[config.mk]
export PLATFORM = sky130hd
export DESIGN_NAME = ram_eraser
export DESIGN_NICKNAME = d
export VERILOG_FILES = /design/src/rtl/ram_eraser.sv
export SDC_FILE = /design/constraint.sdc
export NUM_CORES = 1
export LEC_CHECK = 0
export CAP_MARGIN = 20
export CORE_AREA = 2 2 262 264
export DETAILED_ROUTE_END_ITERATION = 8
export DIE_AREA = 0 0 264 266
export PLACE_DENSITY_LB_ADDON = 0.3
export SYNTH_ARGS = -nofsm -noshare
export SYNTH_HDL_FRONTEND = slang
export SYNTH_SLANG_ARGS = --single-unit
[constraint.sdc]
create_clock -name clk -period 4.5 [get_ports clk]
set_input_delay 0.9 -clock clk [delete_from_list [all_inputs] [get_ports clk]]
set_output_delay 0.9 -clock clk [all_outputs]
set_load 0.05 [all_outputs]
[src/rtl/ram_eraser.sv]
// AXI4 write master that fills a memory range with a constant pattern using
// fixed-length INCR bursts, limiting the number of unacknowledged bursts.
module ram_eraser #(
   parameter int unsigned DATA_W          = 512,
   parameter int unsigned BURST_LEN       = 64,
   parameter logic [63:0] RAM_BASE        = 64'h0,
   parameter logic [63:0] RAM_BYTES       = 64'h2_0000_0000,
   parameter int unsigned MAX_OUTSTANDING = 8,
   parameter logic [31:0] FILL            = 32'hFFFF_FFFF
) (
   input  logic                clk,
   input  logic                resetn,
   input  logic                erase_ram,
   output logic                erase_idle,
   output logic                erase_error,
   output logic [63:0]         M_AXI_AWADDR,
   output logic [7:0]          M_AXI_AWLEN,
   output logic [2:0]          M_AXI_AWSIZE,
   output logic [1:0]          M_AXI_AWBURST,
   output logic                M_AXI_AWVALID,
   input  logic                M_AXI_AWREADY,
   output logic [DATA_W-1:0]   M_AXI_WDATA,
   output logic [DATA_W/8-1:0] M_AXI_WSTRB,
   output logic                M_AXI_WLAST,
   output logic                M_AXI_WVALID,
   input  logic                M_AXI_WREADY,
   input  logic [1:0]          M_AXI_BRESP,
   input  logic                M_AXI_BVALID,
   output logic                M_AXI_BREADY
);
   localparam logic [63:0]   BURST_BYTES = 64'(BURST_LEN) * 64'(DATA_W / 8);
   localparam logic [63:0]   NBURSTS     = RAM_BYTES / BURST_BYTES;
   localparam int unsigned   CW          = $clog2(NBURSTS + 64'd1);
   localparam int unsigned   BW          = (BURST_LEN > 1) ? $clog2(BURST_LEN) : 1;
   localparam logic [CW-1:0] NB          = CW'(NBURSTS);
   localparam logic [BW-1:0] BEAT_LAST   = BW'(BURST_LEN - 1);

   typedef enum logic {IDLE, RUN} state_e;

   state_e        state_q, state_d;
   logic [CW-1:0] aw_cnt_q, aw_cnt_d;
   logic [CW-1:0] w_cnt_q, w_cnt_d;
   logic [CW-1:0] b_cnt_q, b_cnt_d;
   logic [CW-1:0] outst_d;
   logic [BW-1:0] beat_q, beat_d;
   logic [63:0]   addr_q, addr_d;
   logic          awvalid_q, awvalid_d;
   logic          wvalid_q, wvalid_d;
   logic          bready_q, bready_d;
   logic          err_q, err_d;
   logic          aw_hs, w_hs, b_hs, wlast, run_d;

   assign M_AXI_AWLEN   = 8'(BURST_LEN - 1);
   assign M_AXI_AWSIZE  = 3'($clog2(DATA_W / 8));
   assign M_AXI_AWBURST = 2'b01;
   assign M_AXI_WDATA   = {(DATA_W / 32){FILL}};
   assign M_AXI_WSTRB   = '1;
   assign M_AXI_AWADDR  = addr_q;
   assign M_AXI_AWVALID = awvalid_q;
   assign M_AXI_WVALID  = wvalid_q;
   assign M_AXI_WLAST   = wlast;
   assign M_AXI_BREADY  = bready_q;
   assign erase_idle    = (state_q == IDLE);
   assign erase_error   = err_q;

   assign wlast = (beat_q == BEAT_LAST);

   always_comb begin
      aw_hs    = awvalid_q & M_AXI_AWREADY;
      w_hs     = wvalid_q & M_AXI_WREADY;
      b_hs     = bready_q & M_AXI_BVALID;
      state_d  = state_q;
      aw_cnt_d = aw_cnt_q;
      w_cnt_d  = w_cnt_q;
      b_cnt_d  = b_cnt_q;
      beat_d   = beat_q;
      addr_d   = addr_q;
      err_d    = err_q;
      if (state_q == IDLE) begin
         if (erase_ram) begin
            state_d  = RUN;
            aw_cnt_d = '0;
            w_cnt_d  = '0;
            b_cnt_d  = '0;
            beat_d   = '0;
            addr_d   = RAM_BASE;
            err_d    = 1'b0;
         end
      end else begin
         if (aw_hs) begin
            aw_cnt_d = aw_cnt_q + CW'(1);
            addr_d   = addr_q + BURST_BYTES;
         end
         if (w_hs) begin
            beat_d = wlast ? '0 : beat_q + BW'(1);
            if (wlast) w_cnt_d = w_cnt_q + CW'(1);
         end
         if (b_hs) begin
            b_cnt_d = b_cnt_q + CW'(1);
            if (M_AXI_BRESP != 2'b00) err_d = 1'b1;
         end
         if (b_cnt_d == NB) state_d = IDLE;
      end
      // Valids are computed from post-handshake counts so they can be registered
      // without a bubble; once raised they can only fall through their own handshake.
      run_d     = (state_d == RUN);
      outst_d   = aw_cnt_d - b_cnt_d;
      awvalid_d = run_d && (aw_cnt_d < NB) && (32'(outst_d) < MAX_OUTSTANDING);
      wvalid_d  = run_d && (w_cnt_d < aw_cnt_d);
      bready_d  = run_d;
   end

   always_ff @(posedge clk or negedge resetn) begin
      if (!resetn) begin
         state_q   <= IDLE;
         aw_cnt_q  <= '0;
         w_cnt_q   <= '0;
         b_cnt_q   <= '0;
         beat_q    <= '0;
         addr_q    <= RAM_BASE;
         awvalid_q <= 1'b0;
         wvalid_q  <= 1'b0;
         bready_q  <= 1'b0;
         err_q     <= 1'b0;
      end else begin
         state_q   <= state_d;
         aw_cnt_q  <= aw_cnt_d;
         w_cnt_q   <= w_cnt_d;
         b_cnt_q   <= b_cnt_d;
         beat_q    <= beat_d;
         addr_q    <= addr_d;
         awvalid_q <= awvalid_d;
         wvalid_q  <= wvalid_d;
         bready_q  <= bready_d;
         err_q     <= err_d;
      end
   end

endmodule
Word-level counts from Yosys, hierarchy flattened
Cells that the tools add are included.

word-level totals
  output and inout port bits = 659
  word-level logic and storage cells = 61
  flip-flop bits (word level) = 140

operators by class
  bitwise gates (word level) = 4
  reductions and logical operators = 8
  muxes and demuxes = 25
  eq/ne operators = 6
  order comparisons = 3
  add/subtract/negate cells = 6

operators with widths
  cell                      count
  $mux W22                  11
  $mux W64                  3
  $add A22 B1 Y22 const B   3
  $add A64 B13 Y64 const B  1
  $mux W6                   4
  $eq A22 B22 Y1 const B    1
  $lt A22 B22 Y1            1
  $lt A22 B22 Y1 const B    1
  $lt A22 B4 Y1 const B     1
  $sub A22 B22 Y22          1
  $ne A2 B1 Y1 const B      4
  $mux W1                   7
  $add A6 B1 Y6 const B     1
  $eq A6 B6 Y1 const B      1
  $reduce_and A2 Y1         2
  $reduce_bool A2 Y1        2
  $and A1 B1 Y1             3
  $logic_and A1 B1 Y1       3
  $reduce_and A3 Y1         1
  $not A1 Y1                1

Logic depth before layout (Yosys ltp)
  depth in word-level cells = 8
  mapped depth = 20

Worst setup path before layout
Ideal clock, no wire load.

  path kind = input to register
  start point = input M_AXI_BVALID
  end point = register awvalid_q (netlist: M_AXI_AWVALID)
  arrival = 4241 ps
  cell stages on the path = 17
  slack = 164 ps
  path buffers = 1
  cells stage by stage = clkbuf_1 -> and3_1 -> nand3_1 -> xnor2_1 -> a22o_1 -> inv_1 -> ha_1 -> a21oi_1 -> o21ai_0 -> a211oi_1 -> a211oi_2 -> o31ai_1 -> o21bai_1 -> a221o_1 -> xnor2_1 -> nand4_1 -> nor4_2

between the ends
  elaborated cells between the ends (all ways) = 11
  classes of those cells = add/sub: 1; order compare: 1; eq/ne: 1; mux: 5; bitwise: 1; reduce/logical: 2

RTL lines
  what                   RTL line  RTL
  start, declared        28        input logic M_AXI_BVALID,
  $and A1 B1 Y1          71        b_hs = bready_q & M_AXI_BVALID;
  $mux W22               98        if (b_hs) begin
  $mux W22 (2 in a row)  79        if (state_q == IDLE) begin
  via b_cnt_d[4]         43        logic [CW-1:0] b_cnt_q, b_cnt_d;
  $sub A22 B22 Y22       107       outst_d = aw_cnt_d - b_cnt_d;
  $lt A22 B4 Y1          108       awvalid_d = run_d && (aw_cnt_d < NB) && (32'(outst_d) < MAX_OUTSTANDING);
  $logic_and A1 B1 Y1    108
  via awvalid_d          47        logic awvalid_q, awvalid_d;
  end signal, assigned   132       awvalid_q <= awvalid_d;
  end, declared          47

The timed path passes the listed nets, and every way through them passes these cells. The select of a mux whose other input is x is not followed.
A chain may end at the register's enable or synchronous reset.

Final worst setup path
  start point = input M_AXI_AWREADY
  end point = register awvalid_q (netlist: M_AXI_AWVALID)

between the ends
  word-level cells in the longest chain between the ends = 6
  elaborated cells between the ends (all ways) = 8
  classes of those cells = add/sub: 1; order compare: 2; mux: 2; bitwise: 1; reduce/logical: 2

ends and longest elaborated chain
  what                                                         RTL line  RTL
  start, declared                                              21        input logic M_AXI_AWREADY,
  $and A1 B1 Y1 (*)                                            69        aw_hs = awvalid_q & M_AXI_AWREADY;
  $mux W22 (*)                                                 90        if (aw_hs) begin
  $mux W22 (*)                                                 79
  via aw_cnt_d[4]                                              41        logic [CW-1:0] aw_cnt_q, aw_cnt_d;
  $sub A22 B22 Y22 / $lt A22 B22 Y1 (equally long branches)    107, 108
  $lt A22 B4 Y1 / $logic_and A1 B1 Y1 (equally long branches)  108
  $logic_and A1 B1 Y1 (*)                                      108
  via awvalid_d                                                47

The timed path passes the listed nets; every way through them passes the cells marked *.

==> impl_summary.md <==
Pwr
The combinational share of power is 0.386. The analysis attributes to net switching a power of 2050 uW. The clock network fraction of design power is 0.329. The switching share of total power is 0.466. The internal power component is 2350 uW.

The overall power is 4390 uW. The share of total power dissipated in sequential elements is 0.285. Summed over all cells, the static leakage comes to 0.00708 uW. Across the VDD grid, the largest voltage drop is 0.225 mV.

The power density of the placed cells is 320 nW/um2.

Yosys
The post-synthesis instance area is 12700 um2. The number of different library cells used by synthesis comes to 65. In the synthesized netlist the dominant register cell turns out to be dfrtp_1. After technology mapping, the gate count stands at 1521. Counting flops with a built-in enable in the synthesized netlist gives 0. The number of warning messages in the yosys log is 0. After synthesis, the mean cell area works out to 8.35 um2. For this run, the register share of the synthesized area comes to 0.252.

Of the post-synthesis cell area, the dominant cell type holds 0.355. The async set-or-reset flop fraction in the synthesized netlist is 1.00. The library cell with the largest summed area after synthesis is buf_4. The number of register bits inferred by synthesis is 128. Sorting the synthesized cells by area gives the leading types as buf_4, dfrtp_1, ha_1, nand3_1, nand2_1. In the post-synthesis netlist, the cell with the most instances is buf_4. Sorting the synthesized cells by how often they occur yields buf_4, dfrtp_1, nand2_1.

Route
The number of DRC violations after detailed-routing iteration 0 is 493. The pre-antenna-repair detailed-routing pass consisted of 4 iterations. The residual DRC count is 0. The wire length reported by the detailed router is 27.6 mm. The average wire per cell in the routed design is 10.6 um. The per-cell via count in the routed design is 3.41. The detailed-route via count is 8859.

In this run the remaining antenna-violating nets after routing total 0.

STA
The count of final max-slew check failures is 0. The final hold violation count is 0. The final clock period utilization by the worst path is 0.947.

The final setup skew is 0.0133 ns. The top achievable clock speed is 0.235 GHz. For the pin with the worst max-slew slack, the measured transition is 0.667 ns.

Setup repair after global routing left no endpoint under its margin. The final setup TNS is 0 ns. Setup violations remaining at the end of the flow were counted as 0. The headroom to the max-slew limit is 0.556.

The minimum period implied by the final worst setup slack is 4.26 ns. After layout, the worst setup slack is 0.238 ns.

Cells and area
Summing all non-filler instances in the final layout gives an area of 13700 um2. For this run, the share of the core covered by cells in the final layout is 0.203. From synthesis to final layout, the design area changed by 8.06%. The fraction of final layout cells with drive strength greater than 1 is 0.116. The number of antenna diodes in the final layout is 0. The final layout net count is 1759.

Placement
In this run the tool buffered the top-level ports with 65 buffer cells. The standard cell area after detailed placement is 13100 um2. Prior to clock tree synthesis, the placed netlist has a worst setup slack of -0.426 ns.

The routability-driven placement congestion ratio is 0.796. The placed wire-length estimate after detailed placement is 22.4 mm.

Clock network
The maximum level of the CTS H-tree is 4. At the later pin of the worst-skew pair, clock insertion delay measures 0.44 ns. The number of setup buffers added after CTS is 0. In this run the deepest clock path goes through 2 buffers. In this run the clock root is driven by a clkbuf_16.

Buffers inserted during clock tree synthesis total 17. TritonCTS built the clock tree. The clock-pin slew reported for the worst setup and hold paths after clock tree synthesis is 0.06 ns.

In this run, post-CTS hold repair placed 0 buffers. Once the clock tree was built, the resizer swapped 0 gates to a different size. The clock net sink count is 128.

Floorplan
For this configuration, the core starts out at a cell density of 0.187. The die outline width is 264 um. During I/O placement, the number of pins put on the boundary was 667. In this run the standard cell core region covers 67700 um2. The die is 266 um tall. The die covers 70200 um2.

Row generation in the floorplan step produced 96 rows.

Global route
The via count of the first global-routing pass is 7682. Entering global routing, the biggest net connects 51 pins. Across every metal layer, demand over resource in global routing totals 0.0737.

The first-pass GRT wire length is 41.7 mm. The number of antenna violations at the first check in global routing is 1. The total overflow left after global routing is 0.

Worst setup path
The path type of the worst setup path is input port to flop. The startpoint type of the worst setup path is an input port. Data on the critical path arrives at its endpoint at 4.60 ns.

In this run the worst path has a maximum fanout of 5. For the worst setup path, the data required time is 4.84 ns. The endpoint type of the worst setup path is a flop.

Min path
The class of the most critical hold timing path is flop to flop.

Flow run
The tool flagged a number of max-cap violations equal to 0.

Status
The run finished with clean final reports.
worst max-delay path, stage by stage:
cell	delay (ns)
clkdlybuf4s50_1	0.49
and4_4	0.25
and2_4	0.14
nand2_1	0.06
xor2_1	0.14
or2_4	0.24
inv_2	0.06
ha_1	0.24
buf_4	0.16
nand2_1	0.06
o21ai_0	0.08
a211oi_1	0.22
buf_4	0.16
a211oi_4	0.06
o31ai_2	0.30
o21bai_1	0.12
a221o_1	0.40
a21oi_2	0.18
mux2i_1	0.10
nor4_2	0.25
layout by cell type, fill, tap and decap left out, types with 12 or more instances in the layout:
cell / instances
xor2_1: 33
inv_1: 64
nor3_1: 12
xnor2_1: 27
mux2i_1: 14
nand3_1: 72
a21oi_1: 24
nand4_1: 33
and3_1: 32
o211ai_1: 21
a21o_1: 17
o21ai_0: 57
nor2_1: 55
nand2_1: 84
ha_1: 45
clkbuf_16: 17
clkdlybuf4s50_1: 63
buf_4: 134
conb_1: 601
o31ai_1: 19
a22oi_1: 12
dfrtp_1: 128
power by group through the flow:
| stage | clock [uW] | combinational [uW] | sequential (uW) |
|---|---|---|---|
| floorplan | 0 | 1860 | 1250 |
| global placement | 0 | 1660 | 1270 |
| detailed placement | 0 | 1670 | 1270 |
| CTS | 1500 | 1670 | 1250 |
| global route | 1550 | 1790 | 1260 |
| finish | 1440 | 1690 | 1250 |
through the flow:
step                      cells  hold WS [ns]
final                      2601         0.483
after detailed placement   2569         0.479
after global routing       2601         0.530
after global placement     2569         0.467
after CTS                  2601         0.490
after floorplan            2120         0.455
kinds of logic (layout without fill, tap and decap cells):
family          after synthesis  count (layout)  synth area share
simple gates                361             361             0.150
flops                       128             128             0.252
mux                          20              20            0.0164
xor+xnor                     61              61            0.0421
fa+ha+maj                    45              45            0.0443
buf+inv                     696             295             0.385
other cells                   2             601          0.000591
compound gates              208             208             0.109
cell type report:
cell class,count,area (um2)
inverter,65,244
clock buffer,21,480
tap,882,1100
sequential,128,3200
fill,7651,54000
multi-input combinational,1296,6920
timing repair buffer,198,1650
clock inverter,11,128
metal layers:
metal / global-route usage / share of wire
met5: 0 / 0
met2: 0.123 / 0.50
met3: 0.0190 / 0.046
met4: 0.0192 / 0.012
met1: 0.0941 / 0.44
sequential cells by signal, summed over array words and instances, names as in the netlist:
signal	cells
M_AXI_AWADDR	52
aw_cnt_q	22
b_cnt_q	22
w_cnt_q	22
beat_q	6
M_AXI_AWVALID	1
M_AXI_BREADY	1
M_AXI_WVALID	1
erase_error	1
worst paths after layout:
kind,from,to,slack (ns),depth (start not counted)
min reg2reg,M_AXI_AWADDR[63],M_AXI_AWADDR[63],0.48,1
max in group asynchronous,resetn,b_cnt_q[15],3.10,2
min in group asynchronous,resetn,M_AXI_AWADDR[41],0.50,1
max reg2reg,b_cnt_q[0],M_AXI_AWVALID,0.57,20
max,M_AXI_AWREADY,M_AXI_AWVALID,0.24,20
min,M_AXI_AWADDR[63],M_AXI_AWADDR[63],0.48,1
(Power assumes the default switching activity.)
